## config.mk

```make
export PLATFORM = sky130hd
export DESIGN_NAME = pipe_drain_fifo
export DESIGN_NICKNAME = d
export VERILOG_FILES = /design/src/rtl/pipe_drain_pkg.sv /design/src/rtl/pipe_drain_ram.sv /design/src/rtl/pipe_drain_fifo.sv
export SDC_FILE = /design/constraint.sdc
export NUM_CORES = 1
export LEC_CHECK = 0
export CORE_MARGIN = 8
export CORE_UTILIZATION = 54
export CTS_CLUSTER_SIZE = 8
export DETAILED_ROUTE_END_ITERATION = 8
export PLACE_DENSITY_LB_ADDON = 0.08
export SLEW_MARGIN = 20
export SYNTH_ARGS = -nofsm -noshare
export SYNTH_HDL_FRONTEND = slang
export SYNTH_SLANG_ARGS = --single-unit
```

## constraint.sdc

```tcl
create_clock -name clk -period 2.8 [get_ports clk]
set_input_delay 0.28 -clock clk [delete_from_list [all_inputs] [get_ports clk]]
set_output_delay 0.28 -clock clk [all_outputs]
set_load 0.005 [all_outputs]
```

## src/rtl/pipe_drain_pkg.sv

```systemverilog
// Shared defaults and width helpers for the pipeline drain FIFO.
package pipe_drain_pkg;

    localparam int PD_DATA_W = 32;
    localparam int PD_DEPTH  = 4;

    function automatic int pd_ptr_w(input int depth);
        return $clog2(depth);
    endfunction

    function automatic int pd_cnt_w(input int depth);
        return $clog2(depth + 1);
    endfunction

    localparam int PD_PTR_W = pd_ptr_w(PD_DEPTH);
    localparam int PD_CNT_W = pd_cnt_w(PD_DEPTH);

endpackage

```

## src/rtl/pipe_drain_ram.sv

```systemverilog
// Storage array: one synchronous write port, one combinational read port.
module pipe_drain_ram
    import pipe_drain_pkg::*;
#(
    parameter int DATA_W = PD_DATA_W,
    parameter int DEPTH  = PD_DEPTH,
    parameter int PTR_W  = pd_ptr_w(DEPTH)
) (
    input  logic              clk,
    input  logic              i_we,
    input  logic [PTR_W-1:0]  i_waddr,
    input  logic [DATA_W-1:0] i_wdata,
    input  logic [PTR_W-1:0]  i_raddr,
    output logic [DATA_W-1:0] o_rdata
);

    logic [DATA_W-1:0] r_mem [DEPTH];

    always_ff @(posedge clk) begin
        if (i_we) begin
            r_mem[i_waddr] <= i_wdata;
        end
    end

    assign o_rdata = r_mem[i_raddr];

endmodule

```

## src/rtl/pipe_drain_fifo.sv

```systemverilog
// Reservation-based drain FIFO behind a fixed-latency pipeline.
// Define PIPE_DRAIN_FIFO_OVERFLOW_EN to build the sticky overflow flag.
module pipe_drain_fifo
    import pipe_drain_pkg::*;
#(
    parameter int DATA_W = PD_DATA_W,
    parameter int DEPTH  = PD_DEPTH
) (
    input  logic                         clk,
    input  logic                         rst_n,
    input  logic                         issue,
    output logic                         can_issue,
    input  logic [DATA_W-1:0]            in_data,
    input  logic                         in_valid,
    output logic [DATA_W-1:0]            out_data,
    output logic                         out_valid,
    input  logic                         out_ready,
    output logic [$clog2(DEPTH+1)-1:0]   level,
    output logic                         overflow
);

    localparam int PTR_W = pd_ptr_w(DEPTH);
    localparam int CNT_W = pd_cnt_w(DEPTH);
    localparam logic [CNT_W-1:0] DEPTH_C = CNT_W'(DEPTH);
    localparam logic [CNT_W:0]   DEPTH_S = (CNT_W+1)'(DEPTH);

    logic [CNT_W-1:0] r_occ;
    logic [CNT_W-1:0] r_res;
    logic [PTR_W-1:0] r_wr_ptr;
    logic [PTR_W-1:0] r_rd_ptr;

    logic [CNT_W:0] w_sum;
    logic           w_pop;
    logic           w_push;
    logic           w_iss;
    logic           w_rdec;

    // Reservations count as occupied so in-flight results always land.
    assign w_sum     = {1'b0, r_occ} + {1'b0, r_res};
    assign can_issue = w_sum < DEPTH_S;
    assign out_valid = r_occ != '0;
    assign level     = r_occ;

    assign w_pop  = out_valid & out_ready;
    assign w_push = in_valid & ((r_occ != DEPTH_C) | w_pop);
    assign w_iss  = issue & can_issue;
    assign w_rdec = in_valid & (r_res != '0);

    always_ff @(posedge clk) begin
        if (!rst_n) begin
            r_occ    <= '0;
            r_res    <= '0;
            r_wr_ptr <= '0;
            r_rd_ptr <= '0;
        end else begin
            if (w_push) begin
                r_wr_ptr <= r_wr_ptr + 1'b1;
            end
            if (w_pop) begin
                r_rd_ptr <= r_rd_ptr + 1'b1;
            end
            unique case ({w_push, w_pop})
                2'b10:   r_occ <= r_occ + 1'b1;
                2'b01:   r_occ <= r_occ - 1'b1;
                default: r_occ <= r_occ;
            endcase
            unique case ({w_iss, w_rdec})
                2'b10:   r_res <= r_res + 1'b1;
                2'b01:   r_res <= r_res - 1'b1;
                default: r_res <= r_res;
            endcase
        end
    end

`ifdef PIPE_DRAIN_FIFO_OVERFLOW_EN
    logic r_ovf;
    logic w_viol;

    assign w_viol = (issue & ~can_issue)
                  | (in_valid & ~w_push)
                  | (in_valid & (r_res == '0));

    always_ff @(posedge clk) begin
        if (!rst_n) begin
            r_ovf <= 1'b0;
        end else if (w_viol) begin
            r_ovf <= 1'b1;
        end
    end

    assign overflow = r_ovf;
`else
    assign overflow = 1'b0;
`endif

    pipe_drain_ram #(
        .DATA_W (DATA_W),
        .DEPTH  (DEPTH),
        .PTR_W  (PTR_W)
    ) u_ram (
        .clk     (clk),
        .i_we    (w_push),
        .i_waddr (r_wr_ptr),
        .i_wdata (in_data),
        .i_raddr (r_rd_ptr),
        .o_rdata (out_data)
    );

endmodule
```

# --- After elaboration in Yosys (flattened, before gate mapping) ---
# Memories as Yosys holds them, arrays and structs flattened. A register that Yosys moved wholly into a read port is not among the register bits.
# Cells that the tools add are included.
word_totals:
  reg_bits: 10
  ram_bits: 128
  in_bits: 37
  out_inout_bits: 38
  elab_cells: 33
  mem_count: 1
classes:
  add_sub_neg: 7
  n_lt_le_gt_ge: 1
  eq_ne: 5
  muxes: 6
  bitwise: 5
  reduce_logical: 4
memory_table:
  columns: ["name", "words", "width", "read_ports", "rd_clocked_by_memory_dff", "wr", "line_no", "rtl"]
  rows:
  - ["u_ram.r_mem", 4, 32, 1, 1, 1, "pipe_drain_ram.sv:17", "logic [DATA_W-1:0] r_mem [DEPTH];"]
ops:
  columns: ["op", "n"]
  rows:
  - ["$pmux 3 s2", 2]
  - ["$add 3x1->3 const B", 2]
  - ["$reduce_bool 3->1", 2]
  - ["$sub 3x1->3 const B", 2]
  - ["$add 2x1->2 const B", 2]
  - ["$add 3x3->4", 1]
  - ["$and 1x1->1", 4]
  - ["$eq 2x1->1 const B", 2]
  - ["$eq 2x2->1 const B", 2]
  - ["$lt 4x3->1 const B", 1]
  - ["$mux 2", 2]
  - ["$reduce_bool 2->1", 2]
  - ["$ne 3x3->1 const B", 1]
  - ["$mux 1", 2]
  - ["$or 1x1->1", 1]

# --- Logic depth before layout (Yosys ltp) ---
# Gate-level depths: netlist of the first run.
logic_depth:
  ltp_word: 6
  depth_mapped: 10
  depth_no_buf: 10

# --- Modules after synthesis ---
# Synthesis of the first run repeated with hierarchy kept, for this count alone.
hier_totals:
  hier_cells: 250
  area_unflattened_um2: 5353.9
by_module_without_submodules:
  columns: ["module", "n_inst", "cells_each", "area_per_inst_um2", "seq_area_each_um2"]
  rows:
  - ["pipe_drain_ram", 1, 171, 4689.5, 3843.7]
  - ["pipe_drain_fifo", 1, 79, 664.4, 200.2]

# --- Worst setup path after synthesis of the first run ---
# No wires, ideal clock.
synth_path:
  path_type: "flip-flop to flip-flop"
  from: "register r_occ[1], in the netlist level[1]"
  to: "register r_res[2]"
  setup_time_ns: 0.071
  t_arrival_ns: 2.068
  t_required_ns: 2.729
  setup_slack_ns: 0.662
  path_stages_with_launch: 11
  path_buffers: 0
  period_less_slack_ns: 2.138
  path_cell_list: "dfxtp_1 -> ha_1 -> and3_1 -> nor4_1 -> nand2_1 -> ha_1 -> inv_1 -> fa_1 -> xor2_1 -> or3_1 -> a21oi_1"
synth_via:
  elab_chain_len: 5
  elab_cells_between_ends: 7
  classes_between: "add/sub: 1; order compare: 1; eq/ne: 2; mux: 1; bitwise: 1; reduce/logical: 1"
synth_lines:
  columns: ["item", "line_no", "rtl"]
  rows:
  - ["start: declaration", "pipe_drain_fifo.sv:27", "logic [CNT_W-1:0] r_occ;"]
  - ["start signal: assignment", "pipe_drain_fifo.sv:63", "2'b10: r_occ <= r_occ + 1'b1;"]
  - ["start signal: assignment", "pipe_drain_fifo.sv:64", "2'b01: r_occ <= r_occ - 1'b1;"]
  - ["start signal: assignment", "pipe_drain_fifo.sv:65", "default: r_occ <= r_occ;"]
  - ["$add 3x3->4 *", "pipe_drain_fifo.sv:39", "assign w_sum = {1'b0, r_occ} + {1'b0, r_res};"]
  - ["$lt 4x3->1 *", "pipe_drain_fifo.sv:40", "assign can_issue = w_sum < DEPTH_S;"]
  - ["via can_issue", "pipe_drain_fifo.sv:12", "output logic can_issue,"]
  - ["$and 1x1->1 *", "pipe_drain_fifo.sv:46", "assign w_iss = issue & can_issue;"]
  - ["$eq 2x1->1 / $eq 2x2->1 (equally long branches)", "pipe_drain_fifo.sv:67", "unique case ({w_iss, w_rdec})"]
  - ["$pmux 3 s2 / $reduce_bool 2->1 (equally long branches)", null, null]
  - ["end signal: assignment", "pipe_drain_fifo.sv:68", "2'b10: r_res <= r_res + 1'b1;"]
  - ["end signal: assignment", "pipe_drain_fifo.sv:69", "2'b01: r_res <= r_res - 1'b1;"]
  - ["end signal: assignment", "pipe_drain_fifo.sv:70", "default: r_res <= r_res;"]
  - ["end: declaration", "pipe_drain_fifo.sv:28", "logic [CNT_W-1:0] r_res;"]
# Mark *: on every way through the listed nets, which the timed path passes. The rest lies on a longest branch.
# A chain may end at the register's enable or synchronous reset.

==> run_results.csv, run 1 <==
group,metric,value,unit
outcome,outcome,"finished clean",
global_route,first_pass_grt_wire_length,14540,um
setup_path,reg2reg_slack,0.63,ns
timing,final_max_slew_viol_count,0,
die,coreArea,0.009729,mm^2
global_route,grt_pass1_vias,2719,
power,power_switching_share,23.37,%
synth,synth.yosys.warnings,0,
clock_tree,clock_path_buffers,2,
clock_tree,worst_skew_pair.late_latency,0.50,ns
die,die_area,0.01343,mm^2
clock_tree,numCtsBuffers,17,
final_layout,mostFrequentLayoutCell,"sky130_fd_sc_hd__edfxtp_1",
placed_design,port-buffer-count,73,
power,max-vdd-ir-drop,0.4528,mV
setup_path,cp-start-kind,"flop",
final_layout,syn2layout_area_growth,26.52,%
clock_tree,clk_root_buffer_cell,"sky130_fd_sc_hd__clkbuf_8",
timing,setup_viol,0,
power,pint,4084,uW
setup_path,worst_setup_path_end_kind,"output pin",
route,total_via_count_in_the_routed_design,2640,
placed_design,post_dp_cell_area,0.006280,mm^2
setup_path,timing.critical_path.to,"out_data[4]",
power,power_density,781.7,mW/mm^2
synth,synth_top_area_share,71.33,%
final_layout,share_of_post_route_cells_with_drive_strength_above_1,21.45,%
synth,syn_area,0.005389,mm^2
timing,finalSetupTns,0,ns
min_path,min-delay-path-class,"input port to flop",
route,drt_iter0_drc,167,
die,fp.dieW,115.9,um
global_route,overflow,0,
timing,setup_repair_after_global_routing_missed_its_margin,"false",
final_layout,fin_cells,492,
synth,synth_area_leaders,"sky130_fd_sc_hd__edfxtp_1 (71%), sky130_fd_sc_hd__mux4_2 (13%), sky130_fd_sc_hd__dfxtp_1 (4.5%), sky130_fd_sc_hd__ha_1 (1.6%), sky130_fd_sc_hd__xor2_1 (0.81%)",
final_layout,num_antenna_cells,0,
timing,finalWorstPathRequiredPeriod,2.497,ns
die,ports,75,
timing,clock.fmax,400.6,MHz
setup_path,timing.rr.end,"r_res[2]$_SDFFE_PN0P_",
die,row_count,36,
clock_tree,clk_pin_slew_worst_paths,0.06,ns
power,share_of_total_power_in_sequential_cells,46.3,%
route,postRouteWirelength,9419,um
global_route,grt_max_degree,33,
timing,timing.clock.skew,0.01559,ns
final_layout,mostFrequentLayoutCells,"sky130_fd_sc_hd__edfxtp_1 (128), sky130_fd_sc_hd__clkdlybuf4s50_1 (73), sky130_fd_sc_hd__mux4_2 (32), sky130_fd_sc_hd__clkbuf_16 (16)",
clock_tree,h_tree_levels,4,
flow_run,max_cap_viol_count,0,
placed_design,gp_congestion,0.7445,
global_route,grtUsageTotal,14.82,%
clock_tree,cts_resized,0,
setup_path,critical_path_arrival,2.22,ns
placed_design,detailedPlacementHpwl,5834,um
route,ant_nets,0,
synth,synth.avg_cell_area,20.65,um^2
die,start_util,55.39,%
setup_path,rr_worst_depth,9,
setup_path,rr_startpoint,"level[0]$_SDFFE_PN0P_",
synth,synth_fp_nets,307,
timing,final_hold_viol_count,0,
setup_path,path_max_fanout,18,
synth,synth_seq_cells,140,
timing,final.hold.worst_slack,0.4119,ns
timing,post-route-period-util,89.16,%
power,combinationalPowerShare,16.2,%
final_layout,final_design_area_no_fill,0.006818,mm^2
route,post_drt_wl_per_cell,19.14,um
route,vias_per_cell,5.366,
route,post-route-drc-count,0,
power,power.net_switching,1245,uW
global_route,grt_antenna_before_repair,0,
synth,yosysSeqAreaShare,75.78,%
clock_tree,post_cts.repair.setup_buffers,0,
timing,timing_worst_slew_pin_value,0.8564,ns
route,detail_route.first_pass.iterations,4,
synth,synthesis.instances,261,
setup_path,required,2.52,ns
power,leakage_power,0.002236,uW
placed_design,placedCellCount,460,
clock_tree,tritoncts_num_sinks,140,
setup_path,critical_path_class,"flop to output pin",
synth,netlist-cell-type-count,35,
clock_tree,clock_tree_from_tritoncts,"yes",
die,vertical_die_dimension,115.9,um
clock_tree,post_cts_hold_buffer_count,0,
timing,relSlewSlack,42.91,%
final_layout,nNetsFinal,392,
power,clock_power_share,37.5,%
synth,yosysTopAreaCell,"sky130_fd_sc_hd__edfxtp_1",
==> per-stage QoR <==
step | power (uW) | worst slack [ns] | util (%)
after detailed placement | 3389 | 0.5742 | 64.54
after CTS | 5387 | 0.2305 | 70.07
final | 5330 | 0.3035 | 70.07
after global placement | 3379 | 0.5956 | 64.54
after floorplan | 2971 | 0.6616 | -
after global routing | 5550 | 0.1696 | 70.07
==> flip-flops by register name, summed over array words and instances, names as in the netlist, named ones only <==
signal       cells
level            3
r_rd_ptr         2
r_res            3
r_wr_ptr         2
u_ram.r_mem    128
==> how the worst min path moves through the flow <==
stage | startpoint | end | slack [ns] | cells past startpoint
final | in_data[13] | u_ram.r_mem[2][13]$_DFFE_PP_ | 0.41 | 1
after global routing | in_data[13] | u_ram.r_mem[2][13]$_DFFE_PP_ | 0.39 | 1
after CTS | in_data[23] | u_ram.r_mem[0][23]$_DFFE_PP_ | 0.39 | 1
after detailed placement | r_res[2]$_SDFFE_PN0P_ | r_res[2]$_SDFFE_PN0P_ | 0.51 | 2
after global placement | r_res[2]$_SDFFE_PN0P_ | r_res[2]$_SDFFE_PN0P_ | 0.50 | 2
after floorplan | in_data[0] | u_ram.r_mem[0][0]$_DFFE_PP_ | 0.38 | 0
==> cells in the mapped netlist, drive strengths merged <==
library cell / n
or3: 3
o31ai: 1
nand2b: 1
xor2: 5
o21ba: 1
or4b: 1
ha: 7
xnor2: 1
dfxtp: 12
a31oi: 1
nand3b: 1
nor4b: 1
o311ai: 1
o2111ai: 1
nor3: 1
nor4: 1
or2: 1
buf: 11
nand3: 5
fa: 2
o21ai: 4
edfxtp: 128
o21bai: 1
a21oi: 6
and3: 5
clkbuf: 3
nand2: 2
mux4: 32
nor2: 9
inv: 10
conb: 1
o211ai: 2
==> critical path, cell delays in order, from the launching register on <==
cell	delay (ns)
sky130_fd_sc_hd__dfxtp_2	0.32
sky130_fd_sc_hd__buf_4	0.34
sky130_fd_sc_hd__mux4_2	0.58
sky130_fd_sc_hd__clkdlybuf4s50_1	0.46
==> power groups by stage <==
stage | sequential [uW] | combinational, uW | clock (uW)
6_report | 2470 | 864 | 2000
5_1_grt | 2480 | 942 | 2130
4_1_cts | 2470 | 885 | 2030
3_5_place_dp | 2510 | 878 | 0
3_3_place_gp | 2510 | 873 | 0
2_1_floorplan | 2490 | 486 | 0
==> cell families (layout without fill, tap and decap cells) <==
family | count (synthesis) | count (layout) | share of synthesized area, %
other | 1 | 1 | 0.06959
XOR/XNOR | 6 | 6 | 0.9751
flip-flops | 140 | 140 | 75.78
buffers and inverters | 24 | 122 | 2.159
multiplexers | 32 | 32 | 13.37
AND/OR/NAND/NOR | 31 | 31 | 3.158
adder cells (fa/ha/maj) | 9 | 9 | 2.368
AO/OA/AOI/OAI | 18 | 18 | 2.113
==> cell type report <==
| cell class | count | area [um^2] |
|---|---|---|
| clock inverter | 15 | 123.9 |
| clock buffer | 17 | 414.1 |
| inverter | 10 | 37.54 |
| tap | 133 | 166.4 |
| multi-input combinational | 97 | 1194 |
| timing repair buffer | 80 | 795.8 |
| sequential | 140 | 4086 |
| fill | 644 | 2912 |
==> metal layers <==
layer | share of wire, % | vias up | track usage (%)
met5 | 0 | - | 0
met2 | 50 | 70 | 23.39
met4 | 0.37 | 0 | 4.667
met1 | 43 | 1338 | 18.72
li1 | - | 1230 | -
met3 | 6.5 | 2 | 5.419
(Power assumes the default switching activity.)
==> run 2, diff against run 1 <==
--- a/config.mk
+++ b/config.mk
@@ -6,7 +6,7 @@
 export NUM_CORES = 1
 export LEC_CHECK = 0
 export CORE_MARGIN = 8
-export CORE_UTILIZATION = 54
+export CORE_UTILIZATION = 55
 export CTS_CLUSTER_SIZE = 8
 export DETAILED_ROUTE_END_ITERATION = 8
 export PLACE_DENSITY_LB_ADDON = 0.08
==> constraint.sdc (replaced) <==
create_clock -name clk -period 3.1 [get_ports clk]
set_input_delay 0.31 -clock clk [delete_from_list [all_inputs] [get_ports clk]]
set_output_delay 0.31 -clock clk [all_outputs]
set_load 0.005 [all_outputs]
==> run_results.csv, run 2 (same netlist as run 1, synthesis figures left out) <==
group,metric,value,unit
outcome,outcome,"finished clean",
final_layout,largest_register_ff_count,128,
clock_tree,clk_root_buffer_cell,"sky130_fd_sc_hd__clkbuf_8",
placed_design,detailedPlacementHpwl,5811,um
route,postRouteWirelength,9305,um
setup_path,cp-start-kind,"flop",
power,max-vdd-ir-drop,0.4481,mV
timing,clock.fmax,374.3,MHz
clock_tree,tritoncts_num_sinks,140,
final_layout,nNetsFinal,389,
final_layout,max_flop_register,"u_ram.r_mem",
clock_tree,clk_pin_slew_worst_paths,0.06,ns
route,drt_iter0_drc,117,
setup_path,critical-path-max-stage-delay,0.57,ns
route,post-route-drc-count,0,
setup_path,path_delay_family,"buffers and inverters",
placed_design,gp_congestion,0.7816,
clock_tree,worst_skew_pair.late_latency,0.51,ns
timing,relSlewSlack,43.70,%
die,start_util,55.91,%
route,detail_route.first_pass.iterations,4,
clock_tree,h_tree_levels,4,
timing,final_hold_viol_count,0,
route,total_via_count_in_the_routed_design,2633,
final_layout,num_antenna_cells,0,
global_route,grt_pass1_vias,2810,
timing,timing.clock.skew,0.006090,ns
final_layout,mostFrequentLayoutCell,"sky130_fd_sc_hd__edfxtp_1",
die,coreArea,0.009639,mm^2
clock_tree,numCtsBuffers,17,
global_route,grt_antenna_before_repair,0,
setup_path,worst_setup_path_end_kind,"output pin",
timing,post-route-period-util,86.18,%
setup_path,cp_cell_sequence,"ha_1 > and3_1 > nor4_1 > clkdlybuf4s50_1",
setup_path,critical_path_arrival,2.36,ns
setup_path,required,2.79,ns
clock_tree,clock_path_buffers,2,
final_layout,syn2layout_area_growth,25.45,%
die,die_area,0.01322,mm^2
power,leakage_power,0.002213,uW
clock_tree,post_cts.repair.setup_buffers,0,
timing,finalSetupTns,0,ns
global_route,first_pass_grt_wire_length,14890,um
min_path,min-delay-path-class,"input port to flop",
die,vertical_die_dimension,115.0,um
timing,finalWorstPathRequiredPeriod,2.672,ns
timing,setup_repair_after_global_routing_missed_its_margin,"false",
timing,final_max_slew_viol_count,0,
power,power_density,699.0,mW/mm^2
setup_path,critical_path_class,"flop to output pin",
setup_path,critical-path-slowest-cell,"sky130_fd_sc_hd__clkdlybuf4s50_1",
setup_path,critPathBufInv,1,
final_layout,share_of_post_route_cells_with_drive_strength_above_1,21.07,%
clock_tree,post_cts_hold_buffer_count,0,
clock_tree,clock_tree_from_tritoncts,"yes",
flow_run,max_cap_viol_count,0,
global_route,grtUsageTotal,15.34,%
route,post_drt_wl_per_cell,19.03,um
die,fp.dieW,115.0,um
setup_path,path_max_fanout,12,
final_layout,multi_input_logic_area,0.001194,mm^2
timing,final.hold.worst_slack,0.4344,ns
global_route,overflow,0,
timing,timing_worst_slew_pin_value,0.8445,ns
placed_design,port-buffer-count,73,
route,vias_per_cell,5.384,
global_route,grt_max_degree,33,
timing,setup_viol,0,
clock_tree,cts_resized,0,
final_layout,fillers,652,
route,ant_nets,0,
die,row_count,36,
final_layout,mostFrequentLayoutCells,"sky130_fd_sc_hd__edfxtp_1 (128), sky130_fd_sc_hd__clkdlybuf4s50_1 (73), sky130_fd_sc_hd__mux4_2 (32), sky130_fd_sc_hd__clkbuf_16 (16)",
die,ports,75,
final_layout,layout.area.seq,0.004086,mm^2
==> run 2: changes by cell type in the layout (fill, tap and decap cells not counted) <==
cell,before,now
sky130_fd_sc_hd__clkinvlp_4,5,4
sky130_fd_sc_hd__clkinv_4,1,3
sky130_fd_sc_hd__clkbuf_1,0,1
sky130_fd_sc_hd__inv_6,3,2
sky130_fd_sc_hd__clkinv_2,2,4
sky130_fd_sc_hd__buf_12,1,0
sky130_fd_sc_hd__buf_4,6,4
sky130_fd_sc_hd__bufinv_16,1,0
sky130_fd_sc_hd__clkinv_1,3,1
==> run 2: final cells by class <==
type | instances | share of cell area, %
well taps | 133 | 2.462
inverters | 10 | 0.5552
repair buffers | 77 | 11.25
clock buffers | 18 | 6.182
flip-flops and latches | 140 | 60.45
clock inverters | 14 | 1.444
multi-input cells | 97 | 17.66
==> run 2: stage by stage <==
stage / instance area, um^2 / power (uW) / utilization, % / instances / worst slack [ns]
after floorplan: 5389 / 2684 / - / 261 / 0.9616
after CTS: 6760 / 4771 / 70.13 / 489 / 0.3900
final: 6760 / 4725 / 70.13 / 489 / 0.4284
after global routing: 6760 / 4925 / 70.13 / 489 / 0.2344
after detailed placement: 6245 / 3053 / 64.78 / 457 / 0.6280
after global placement: 6245 / 3035 / 64.78 / 457 / 0.6623
==> run 2: metal layers <==
metal | routed length [um] | up-vias | track usage [%] | part of all wire, %
met5 | 0 | - | 0 | 0
met4 | 90 | 0 | 5.517 | 0.97
met3 | 638 | 10 | 6.092 | 6.9
met2 | 4591 | 82 | 23.66 | 49
met1 | 3985 | 1324 | 19.35 | 43
li1 | - | 1217 | - | -
==> run 2: worst paths after layout <==
check                           start                           end  slack (ns)  cells past startpoint
max             level[1]$_SDFFE_PN0P_                     can_issue        0.43                      4
min                       in_data[28]  u_ram.r_mem[0][28]$_DFFE_PP_        0.43                      1
max reg2reg     level[1]$_SDFFE_PN0P_         r_res[2]$_SDFFE_PN0P_        0.66                     10
min reg2reg  r_wr_ptr[0]$_SDFFE_PN0P_      r_wr_ptr[0]$_SDFFE_PN0P_        0.52                      2
==> run 2: power breakdown <==
group | switching, uW | leakage, uW | internal (uW)
Combinational | 312 | 0.000694 | 447
Sequential | 65.7 | 0.00127 | 2180
Clock | 746 | 0.000245 | 979
Total | 1120 | 0.00221 | 3600
